==> src/rtl/bp_pkg.sv <==
// Shared types and constants for the fetch-stage branch predictor.
package bp_pkg;

   typedef enum logic [1:0] {
      CNT_SNT = 2'b00,
      CNT_WNT = 2'b01,
      CNT_WT  = 2'b10,
      CNT_ST  = 2'b11
   } cnt_e;

   localparam cnt_e CNT_ALLOC_BR  = CNT_WT;
   localparam cnt_e CNT_ALLOC_JMP = CNT_ST;

   function automatic int idx_w(input int entries);
      return $clog2(entries);
   endfunction

   function automatic int tag_w(input int entries);
      return 30 - $clog2(entries);
   endfunction

endpackage

==> src/rtl/branch_predictor_if.sv <==
// Fetch-lookup and execute-update signals of the branch predictor.
interface branch_predictor_if;
   logic        i_fetch_en;
   logic [31:0] i_pc;
   logic        i_stall;
   logic        i_flush;
   logic        o_pred_valid;
   logic        o_pred_taken;
   logic [31:0] o_pred_target;
   logic        i_upd_en;
   logic [31:0] i_upd_pc;
   logic [31:0] i_upd_target;
   logic        i_upd_taken;
   logic        i_upd_jump;

   modport slave (
      input  i_fetch_en, i_pc, i_stall, i_flush,
      input  i_upd_en, i_upd_pc, i_upd_target, i_upd_taken, i_upd_jump,
      output o_pred_valid, o_pred_taken, o_pred_target
   );

   modport master (
      output i_fetch_en, i_pc, i_stall, i_flush,
      output i_upd_en, i_upd_pc, i_upd_target, i_upd_taken, i_upd_jump,
      input  o_pred_valid, o_pred_taken, o_pred_target
   );
endinterface

==> src/rtl/bp_sat_cnt.sv <==
// 2-bit saturating direction counter next-state; force_strong_i pins it at strongly taken.
module bp_sat_cnt
   import bp_pkg::*;
(
   input  logic [1:0] cnt_i,
   input  logic       taken_i,
   input  logic       force_strong_i,
   output logic [1:0] cnt_o
);

   always_comb begin
      cnt_o = cnt_i;
      if (force_strong_i) begin
         cnt_o = CNT_ST;
      end else if (taken_i) begin
         if (cnt_i != CNT_ST) cnt_o = cnt_i + 2'd1;
      end else begin
         if (cnt_i != CNT_SNT) cnt_o = cnt_i - 2'd1;
      end
   end

endmodule

==> src/rtl/branch_predictor.sv <==
// Direct-mapped BTB with per-entry 2-bit direction counter; registered one-cycle lookup,
// trained by resolved control transfers from execute.
module branch_predictor
   import bp_pkg::*;
#(
   parameter int ENTRIES = 16
) (
   input  logic               i_clk,
   input  logic               i_rst_n,
   branch_predictor_if.slave  bp
);

   localparam int IDX_W = idx_w(ENTRIES);
   localparam int TAG_W = tag_w(ENTRIES);

   logic [ENTRIES-1:0] valid_q;
   logic [TAG_W-1:0]   tag_q [ENTRIES];
   logic [29:0]        tgt_q [ENTRIES];
   logic [1:0]         cnt_q [ENTRIES];

   logic        pred_valid_q, pred_valid_d;
   logic        pred_taken_q, pred_taken_d;
   logic [31:0] pred_target_q, pred_target_d;

   logic [IDX_W-1:0] f_idx, u_idx;
   logic [TAG_W-1:0] f_tag, u_tag;
   logic             f_hit, u_hit;
   logic [1:0]       sat_next, cnt_d;
   logic             cnt_we, entry_we;
   logic             unused_addr_bits;

   assign f_idx = bp.i_pc[IDX_W+1:2];
   assign f_tag = bp.i_pc[31:IDX_W+2];
   assign u_idx = bp.i_upd_pc[IDX_W+1:2];
   assign u_tag = bp.i_upd_pc[31:IDX_W+2];
   assign unused_addr_bits = ^{bp.i_pc[1:0], bp.i_upd_pc[1:0], bp.i_upd_target[1:0]};

   // Both lookups read the arrays as they stand before this edge's write.
   assign f_hit = valid_q[f_idx] && (tag_q[f_idx] == f_tag);
   assign u_hit = valid_q[u_idx] && (tag_q[u_idx] == u_tag);

   bp_sat_cnt u_sat_cnt (
      .cnt_i          (cnt_q[u_idx]),
      .taken_i        (bp.i_upd_taken),
      .force_strong_i (bp.i_upd_jump),
      .cnt_o          (sat_next)
   );

   assign cnt_we   = bp.i_upd_en && (u_hit || bp.i_upd_taken);
   assign entry_we = bp.i_upd_en && bp.i_upd_taken;
   assign cnt_d    = u_hit ? sat_next
                   : (bp.i_upd_jump ? CNT_ALLOC_JMP : CNT_ALLOC_BR);

   always_comb begin
      pred_valid_d  = pred_valid_q;
      pred_taken_d  = pred_taken_q;
      pred_target_d = pred_target_q;
      if (bp.i_flush) begin
         pred_valid_d  = 1'b0;
         pred_taken_d  = 1'b0;
         pred_target_d = '0;
      end else if (!bp.i_stall) begin
         pred_valid_d  = bp.i_fetch_en;
         pred_taken_d  = bp.i_fetch_en && f_hit && cnt_q[f_idx][1];
         pred_target_d = (bp.i_fetch_en && f_hit) ? {tgt_q[f_idx], 2'b00} : '0;
      end
   end

   always_ff @(posedge i_clk or negedge i_rst_n) begin
      if (!i_rst_n) begin
         valid_q       <= '0;
         pred_valid_q  <= 1'b0;
         pred_taken_q  <= 1'b0;
         pred_target_q <= '0;
      end else begin
         if (entry_we) valid_q[u_idx] <= 1'b1;
         pred_valid_q  <= pred_valid_d;
         pred_taken_q  <= pred_taken_d;
         pred_target_q <= pred_target_d;
      end
   end

   // Payload arrays are only reachable through valid_q, so they carry no reset.
   always_ff @(posedge i_clk) begin
      if (cnt_we) cnt_q[u_idx] <= cnt_d;
      if (entry_we) begin
         tag_q[u_idx] <= u_tag;
         tgt_q[u_idx] <= bp.i_upd_target[31:2];
      end
   end

   assign bp.o_pred_valid  = pred_valid_q;
   assign bp.o_pred_taken  = pred_taken_q;
   assign bp.o_pred_target = pred_target_q;

endmodule

==> src/flat_wrapper.sv <==
// flat-port wrapper written by rule: the top's interface ports become plain ports
module branch_predictor_flat import bp_pkg::*;
#(
   parameter int ENTRIES = 16
)
  (i_clk, i_rst_n, bp_i_fetch_en, bp_i_pc, bp_i_stall, bp_i_flush, bp_i_upd_en, bp_i_upd_pc, bp_i_upd_target, bp_i_upd_taken, bp_i_upd_jump, bp_o_pred_valid, bp_o_pred_taken, bp_o_pred_target);
  branch_predictor_if bp_i ();
  input  logic i_clk;
  input  logic i_rst_n;
  input wire logic [$bits(bp_i.i_fetch_en)-1:0] bp_i_fetch_en;
  input wire logic [$bits(bp_i.i_pc)-1:0] bp_i_pc;
  input wire logic [$bits(bp_i.i_stall)-1:0] bp_i_stall;
  input wire logic [$bits(bp_i.i_flush)-1:0] bp_i_flush;
  input wire logic [$bits(bp_i.i_upd_en)-1:0] bp_i_upd_en;
  input wire logic [$bits(bp_i.i_upd_pc)-1:0] bp_i_upd_pc;
  input wire logic [$bits(bp_i.i_upd_target)-1:0] bp_i_upd_target;
  input wire logic [$bits(bp_i.i_upd_taken)-1:0] bp_i_upd_taken;
  input wire logic [$bits(bp_i.i_upd_jump)-1:0] bp_i_upd_jump;
  output wire logic [$bits(bp_i.o_pred_valid)-1:0] bp_o_pred_valid;
  output wire logic [$bits(bp_i.o_pred_taken)-1:0] bp_o_pred_taken;
  output wire logic [$bits(bp_i.o_pred_target)-1:0] bp_o_pred_target;
  assign bp_i.i_fetch_en = bp_i_fetch_en;
  assign bp_i.i_pc = bp_i_pc;
  assign bp_i.i_stall = bp_i_stall;
  assign bp_i.i_flush = bp_i_flush;
  assign bp_i.i_upd_en = bp_i_upd_en;
  assign bp_i.i_upd_pc = bp_i_upd_pc;
  assign bp_i.i_upd_target = bp_i_upd_target;
  assign bp_i.i_upd_taken = bp_i_upd_taken;
  assign bp_i.i_upd_jump = bp_i_upd_jump;
  assign bp_o_pred_valid = bp_i.o_pred_valid;
  assign bp_o_pred_taken = bp_i.o_pred_taken;
  assign bp_o_pred_target = bp_i.o_pred_target;
  branch_predictor #(.ENTRIES(ENTRIES)) u_core (.i_clk(i_clk), .i_rst_n(i_rst_n), .bp(bp_i));
endmodule
==> config.mk <==
export PLATFORM = sky130hd
export DESIGN_NAME = branch_predictor_flat
export DESIGN_NICKNAME = d
export VERILOG_FILES = /design/src/rtl/bp_pkg.sv /design/src/rtl/branch_predictor_if.sv /design/src/rtl/bp_sat_cnt.sv /design/src/rtl/branch_predictor.sv /design/src/flat_wrapper.sv
export SDC_FILE = /design/constraint.sdc
export NUM_CORES = 1
export LEC_CHECK = 0
export ABC_AREA = 1
export CORE_ASPECT_RATIO = 1.1
export CORE_MARGIN = 3
export CORE_UTILIZATION = 45
export DETAILED_ROUTE_END_ITERATION = 6
export MAX_ROUTING_LAYER = met4
export PLACE_DENSITY = 0.63
export SLEW_MARGIN = 25
export SYNTH_ARGS = -nofsm -noshare
export SYNTH_HDL_FRONTEND = slang
export SYNTH_SLANG_ARGS = --single-unit
==> constraint.sdc <==
create_clock -name i_clk -period 2.96 [get_ports i_clk]
set_input_delay 0.444 -clock i_clk [delete_from_list [all_inputs] [get_ports i_clk]]
set_output_delay 0.444 -clock i_clk [all_outputs]
set_load 0.05 [all_outputs]
==> run_results.csv, run 1 <==
group,metric,value,unit
power,p_seq_share,49.8,%
floorplan,initial_core_util,45.59,%
placed_design,place.detailed.hpwl,83220,µm
power,powerDensity,585.6,nW/µm²
outcome,status,"finished clean",
worst_setup_path,cp.buffers_inverters,6,
worst_setup_path,crit_path_start,"bp_i_upd_pc[5]",
clock_network,ctsLongestPathBuffers,3,
clock_network,numCtsBuffers,100,
floorplan,dieArea,101400,µm²
final_layout,final_cell_mix,"1369 x nand2_1, 928 x edfxtp_1, 312 x nor2_1",
sta,slew_viol_final,0,
route,drt.antenna.violating_nets,0,
final_layout,layout_commonest_cell,"nand2_1",
worst_setup_path,worstPathMaxFanout,16,
clock_network,post_cts_buffers,0,
route,totalWireLength,137400,µm
worst_setup_path,arrival,2970,ps
floorplan,io-pin-count,138,
floorplan,core_area,96330,µm²
floorplan,rows,119,
clock_network,clock-sinks,976,
worst_setup_path,start_kind,"input port",
grt,grt_max_degree,115,
route,vias,33812,
worst_setup_path,worstSetupPathType,"input port to flop",
final_layout,final_layout_size_suffix_gt1_share,11.68,%
placed_design,io_buffers,129,
power,power,0.03080,W
route,drt-initial-drc-count,3732,
grt,antenna_found_initial,8,
worst_setup_path,reg2reg_from,"u_core.tag_q[5][2]$_DFFE_PP_",
route,dr.pass1.iters,5,
power,cell_internal_pwr,0.02356,W
logic_synthesis,seq_area_frac_synth,66.18,%
worst_setup_path,cp_top_family,"buffers and inverters",
final_layout,register_area,29070,µm²
grt,overflow,0,
placed_design,gp_congestion,0.9165,
power,switchingPower,0.007241,W
logic_synthesis,ys_seq_elements,976,
sta,worst_slew_pin_slew,1028,ps
final_layout,area_growth,19.76,%
route,routedWlPerCell,23.48,µm
worst_setup_path,critical_path.slowest_cell,"clkdlybuf4s50_1",
grt,grt_pass1_wl,207000,µm
clock_network,clk_latency,670,ps
worst_setup_path,cpPeakStageDelay,540,ps
hold_path,hold_class,"input port to async pin",
clock_network,htree_levels,3,
logic_synthesis,yosysWarnings,0,
power,clockPowerShare,41.0,%
sta,fin_crit,2619,ps
logic_synthesis,netlist_instances,4215,
final_layout,multi_input_area,13230,µm²
flow_run,maxCapViolCount,0,
final_layout,num-fill-cells,8125,
placed_design,place_area,49280,µm²
power,combPwrFrac,9.2,%
power,p_leak,19.78,nW
logic_synthesis,syn_area_per_cell,10.42,µm²
final_layout,postLayoutCellArea,52600,µm²
clock_network,path_clk_slew,60,ps
logic_synthesis,syn-cell-area,43920,µm²
sta,holdWs,274.3,ps
grt,first_global_vias,32983,
clock_network,clockRootBuffer,"clkbuf_16",
final_layout,nets,4595,
worst_setup_path,worstPathRequired,3310,ps
sta,fin_crit_sh,88.49,%
floorplan,die_y,333.7,µm
clock_network,cts_tree,"built",
sta,fmax,0.3818,GHz
sta,rsz0062_at_grt,"false",
worst_setup_path,worstPathCellList,"clkdlybuf4s50_1 -> buf_4 -> nor2_4 -> buf_4 -> nand2_1 -> nand2_1 -> buf_4 -> nor2_1 -> nand2_1 -> nand2_1 -> nand2_1 -> nor2_1 -> buf_4 -> nand2_1 -> nor2_1 -> nand3_2 -> buf_12 -> a21oi_1",
floorplan,die_w,303.9,µm
sta,hold_violations,0,
sta,relSlewSlack,31.47,%
logic_synthesis,ys_types,40,
power,ir_drop,461.0,µV
grt,grtUsageTotal,27.60,%
sta,setup_viol,0,
sta,fin_worst_skew,30.02,ps
worst_setup_path,cpMostUsedCell,"nand2_1",
route,route.detailed.drc,0,
worst_setup_path,critPathCaptureType,"flop",
route,via_per_inst,5.777,
power,swShare,23.51,%
[cells in the mapped netlist (all sizes together)]
cell    number  area share [%]
a32o        37            0.84
xor2         2           0.040
a221o       28            0.64
nor3b        1           0.017
edfxtp     928              63
buf        164             1.8
o221ai       3           0.060
a21boi       3           0.051
nand4       19            0.27
nor2       336             2.9
o31ai       19            0.32
o21bai      11            0.19
dfrtp       48             2.7
a21o         1           0.017
nand3      177             2.0
a221oi      59             1.2
nand2     1371              12
or2          4           0.057
a21oi      298             3.5
clkinv       1          0.0085
nand3b      13            0.22
nor4         1           0.014
nor3        16            0.18
conb         1          0.0085
a22oi       16            0.27
a31oi        3           0.043
o21ai      267             3.0
inv        141             1.2
clkbuf     123             1.1
o211ai     124             2.1
[state kept, by name (all words and copies together), names as in the netlist]
| signal | count |
|---|---|
| u_core.bp.o_pred_taken | 1 |
| u_core.bp.o_pred_target | 30 |
| u_core.bp.o_pred_valid | 1 |
| u_core.cnt_q | 32 |
| u_core.tag_q | 416 |
| u_core.tgt_q | 480 |
| u_core.valid_q | 16 |
[cell type report]
class | count | share of cell area, %
Timing Repair Buffer | 460 | 9.225
Inverter | 142 | 1.059
Sequential cell | 976 | 55.26
Antenna cell | 10 | 0.04758
Tap cell | 1270 | 3.021
Multi-Input combinational cell | 2811 | 25.15
Clock buffer | 127 | 5.143
Clock inverter | 57 | 1.092
[path summary, 6_finish.rpt]
check,endpoint,slack (ps),depth (start not counted)
max,u_core.cnt_q[0][1]$_DFFE_PP_,340,18
max in group asynchronous,u_core.bp.o_pred_target[22]$_DFFE_PN0P_,1780,3
max reg2reg,u_core.cnt_q[0][1]$_DFFE_PP_,370,18
min in group i_clk,u_core.valid_q[10]$_DFFE_PN0P_,470,2
min reg2reg,u_core.valid_q[10]$_DFFE_PN0P_,470,2
min,u_core.valid_q[13]$_DFFE_PN0P_,270,2
[per-stage QoR]
stage                     utilization [%]  setup slack (ps)  setup TNS [ps]  std cells
after floorplan                         -             226.4               0       4216
after global placement              51.16            -364.2          -21400       5658
after detailed placement            51.16            -445.9          -23670       5658
final                               54.60             340.6               0       5853
after CTS                           54.57             249.1               0       5843
after global routing                54.59             115.3               0       5851
[power groups by stage]
| stage | Sequential (W) | Combinational (W) | Clock [W] |
|---|---|---|---|
| 3_5_place_dp | 0.0156 | 0.00281 | 0 |
| 4_1_cts | 0.0153 | 0.00282 | 0.0128 |
| 2_1_floorplan | 0.0156 | 0.00143 | 0 |
| 6_report | 0.0153 | 0.00284 | 0.0126 |
| 5_1_grt | 0.0153 | 0.00308 | 0.0134 |
| 3_3_place_gp | 0.0156 | 0.00278 | 0 |
[cell families after synthesis]
| logic type | count (synthesis) | share of synthesized area (%) |
|---|---|---|
| AOI/OAI and AO/OA | 869 | 12.26 |
| and+or+nand+nor | 1938 | 17.41 |
| buffers and inverters | 429 | 4.102 |
| other | 1 | 0.008538 |
| xor gates and xnor gates | 2 | 0.03989 |
| DFF | 976 | 66.18 |
[repair_timing]
action                     CTS  global route
hold endpoints to repair    16             0
gates resized for setup      0             1
setup endpoints to repair    0             2
hold buffers                 1             0
[per-layer routing]
| metal | wire [µm] | GRT usage (%) |
|---|---|---|
| met3 | 10890 | 3.975 |
| met1 | 55510 | 35.71 |
| met5 | 0 | - |
| met4 | 5029 | 10.75 |
| met2 | 66020 | 44.25 |
No activity file was read; power rests on OpenSTA's default activity.
==> inputs of run 2 (changes only) <==
--- a/config.mk
+++ b/config.mk
@@ -6,7 +6,6 @@
 export NUM_CORES = 1
 export LEC_CHECK = 0
 export ABC_AREA = 1
-export CORE_ASPECT_RATIO = 1.1
 export CORE_MARGIN = 3
 export CORE_UTILIZATION = 45
 export DETAILED_ROUTE_END_ITERATION = 6
==> run_results.csv, run 2 (synthesized netlist as in run 1, its figures left out) <==
group,metric,value,unit
outcome,status,"complete, but fails checks",
outcome,violations,"design-rule violations",
clock_network,cts_tree,"built",
clock_network,clk_latency,700,ps
power,cell_internal_pwr,0.02313,W
clock_network,post_cts_buffers,0,
final_layout,final_layout_size_suffix_gt1_share,11.31,%
power,power,0.03044,W
route,via_per_inst,5.799,
sta,setup_viol,0,
floorplan,die_w,318.4,µm
final_layout,nets,4590,
power,p_leak,19.65,nW
final_layout,instances_no_fill,5839,
route,routedWlPerCell,23.85,µm
placed_design,place.detailed.hpwl,82920,µm
clock_network,clock-sinks,976,
route,vias,33859,
final_layout,largest_reg_flops,480,
worst_setup_path,crit_path_start,"bp_i_upd_pc[4]",
route,totalWireLength,139300,µm
grt,grt_max_degree,225,
worst_setup_path,reg2reg_from,"u_core.tag_q[2][9]$_DFFE_PP_",
sta,worst_slack,282.2,ps
placed_design,place_ws,-390.0,ps
worst_setup_path,cp-endpoint,"u_core.cnt_q[2][0]$_DFFE_PP_",
floorplan,io-pin-count,138,
floorplan,core_area,95860,µm²
route,drt-initial-drc-count,4472,
final_layout,reg_top3,"u_core.tgt_q x480, u_core.tag_q x416, u_core.cnt_q x32",
route,dr.pass1.iters,7,
worst_setup_path,reg2reg_to,"u_core.cnt_q[2][0]$_DFFE_PP_",
route,route.detailed.drc,1,
worst_setup_path,worstPathRequired,3330,ps
worst_setup_path,worstPathCellList,"clkdlybuf4s50_1 -> buf_4 -> nor2_4 -> buf_12 -> buf_4 -> nand2_1 -> nand2_1 -> buf_4 -> o21bai_1 -> nand2_1 -> nor2_1 -> nand3_1 -> nor2_1 -> nand3_2 -> buf_12 -> a21oi_1",
sta,rsz0062_at_grt,"false",
final_layout,register_area,29070,µm²
placed_design,dp_cells,5647,
final_layout,layout_commonest_cell,"nand2_1",
power,powerDensity,581.2,nW/µm²
route,drt.antenna.violating_nets,0,
placed_design,gp_congestion,0.9222,
worst_setup_path,critical_path.slowest_cell,"clkdlybuf4s50_1",
power,p_seq_share,50.4,%
sta,worst_slew_pin_slew,1099,ps
worst_setup_path,worstRegToRegCells,17,
floorplan,dieArea,101400,µm²
grt,grtUsageTotal,27.62,%
placed_design,place_area,49190,µm²
worst_setup_path,path_depth,16,
power,swShare,24.03,%
power,combPwrFrac,9.3,%
final_layout,postLayoutCellArea,52380,µm²
worst_setup_path,worst-r2r-setup-slack,420,ps
sta,fin_crit,2678,ps
hold_path,hold_class,"input port to async pin",
sta,fin_worst_skew,35.64,ps
sta,slew_viol_final,0,
worst_setup_path,worstSetupPathType,"input port to flop",
clock_network,ctsLongestPathBuffers,3,
worst_setup_path,cp_top_family,"buffers and inverters",
floorplan,die_y,318.4,µm
sta,fin_crit_sh,90.47,%
floorplan,rows,113,
final_layout,largest-register,"u_core.tgt_q",
final_layout,final_cell_mix,"1369 x nand2_1, 928 x edfxtp_1, 312 x nor2_1",
grt,grt_pass1_wl,206100,µm
grt,antenna_found_initial,2,
worst_setup_path,cpPeakStageDelay,560,ps
grt,overflow,0,
worst_setup_path,start_kind,"input port",
sta,fmax,0.3734,GHz
clock_network,clockRootBuffer,"clkbuf_16",
power,switchingPower,0.007316,W
sta,hold_violations,0,
final_layout,num-fill-cells,8168,
grt,first_global_vias,32639,
final_layout,area_growth,19.26,%
power,clockPowerShare,40.3,%
flow_run,maxCapViolCount,0,
placed_design,io_buffers,129,
clock_network,path_clk_slew,60,ps
floorplan,initial_core_util,45.82,%
worst_setup_path,cp.buffers_inverters,6,
clock_network,numCtsBuffers,101,
worst_setup_path,arrival,3050,ps
final_layout,multi_input_area,13220,µm²
sta,relSlewSlack,26.74,%
clock_network,htree_levels,3,
worst_setup_path,critPathCaptureType,"flop",
power,ir_drop,435.2,µV
sta,holdWs,318.9,ps
worst_setup_path,worstPathMaxFanout,24,
run 2: cell types whose count changed in the layout (fill, tap and decap cells not counted), moves of 2 or more:
cell and delta:
clkbuf_1 +14, clkinvlp_4 -2, inv_16 -4, buf_4 -3, clkinv_2 -5, bufinv_16 -5
clkinv_16 +3, buf_12 -3, diode_2 -7
run 2: timing repair:
action                                 4_1_cts  5_1_grt
gates resized for setup                      0        0
hold buffers                                 1        0
endpoints found under the hold margin       21        0
run 2: layout make-up:
cell class	count	area share, %
sequential	976	55.49
multi-input combinational	2811	25.24
timing repair buffer	454	9.101
clock buffer	140	5.238
tap	1265	3.022
inverter	142	1.063
clock inverter	48	0.8241
antenna	3	0.01433
run 2: per-stage QoR:
stage,util (%),setup TNS (ps)
global route,54.64,0
finish,54.64,0
global placement,51.31,-19290
detailed placement,51.31,-19360
CTS,54.63,0
floorplan,-,0
run 2: per-layer routing:
layer / wire, µm / global-route usage [%]
met4: 6233 / 11.37
met1: 56370 / 36.25
met3: 11700 / 4.296
met5: 0 / -
met2: 64980 / 43.20
run 2: power groups by stage:
| stage | combinational, W | sequential, W | clock [W] |
|---|---|---|---|
| detailed placement | 0.00279 | 0.0156 | 0 |
| global placement | 0.00276 | 0.0156 | 0 |
| CTS | 0.00280 | 0.0153 | 0.0124 |
| floorplan | 0.00143 | 0.0156 | 0 |
| global route | 0.00306 | 0.0154 | 0.0130 |
| finish | 0.00284 | 0.0153 | 0.0123 |
run 2: worst min path at each step:
stage	startpoint	endpoint	slack, ps	cells past startpoint
6_report	i_rst_n	u_core.bp.o_pred_target[8]$_DFFE_PN0P_	320	2
2_1_floorplan	i_rst_n	u_core.bp.o_pred_taken$_DFFE_PN0P_	150	0
4_1_cts	i_rst_n	u_core.bp.o_pred_target[8]$_DFFE_PN0P_	290	2
5_1_grt	i_rst_n	u_core.bp.o_pred_target[6]$_DFFE_PN0P_	350	2
3_3_place_gp	u_core.valid_q[6]$_DFFE_PN0P_	u_core.valid_q[6]$_DFFE_PN0P_	450	2
3_5_place_dp	u_core.valid_q[6]$_DFFE_PN0P_	u_core.valid_q[6]$_DFFE_PN0P_	460	2
run 2: worst reg2reg max path, cell delays in order (launching register included):
cell,delay (ps)
edfxtp_1,390
nand2_1,80
nand2_1,50
nand2_1,50
nand2_1,170
nand2_1,110
nand2_1,60
nor2_1,100
nor2_1,50
buf_4,140
nor2_1,100
nand2_1,60
nor2_1,90
nand2_1,80
nor2_1,160
nand3_2,130
buf_12,180
a21oi_1,230
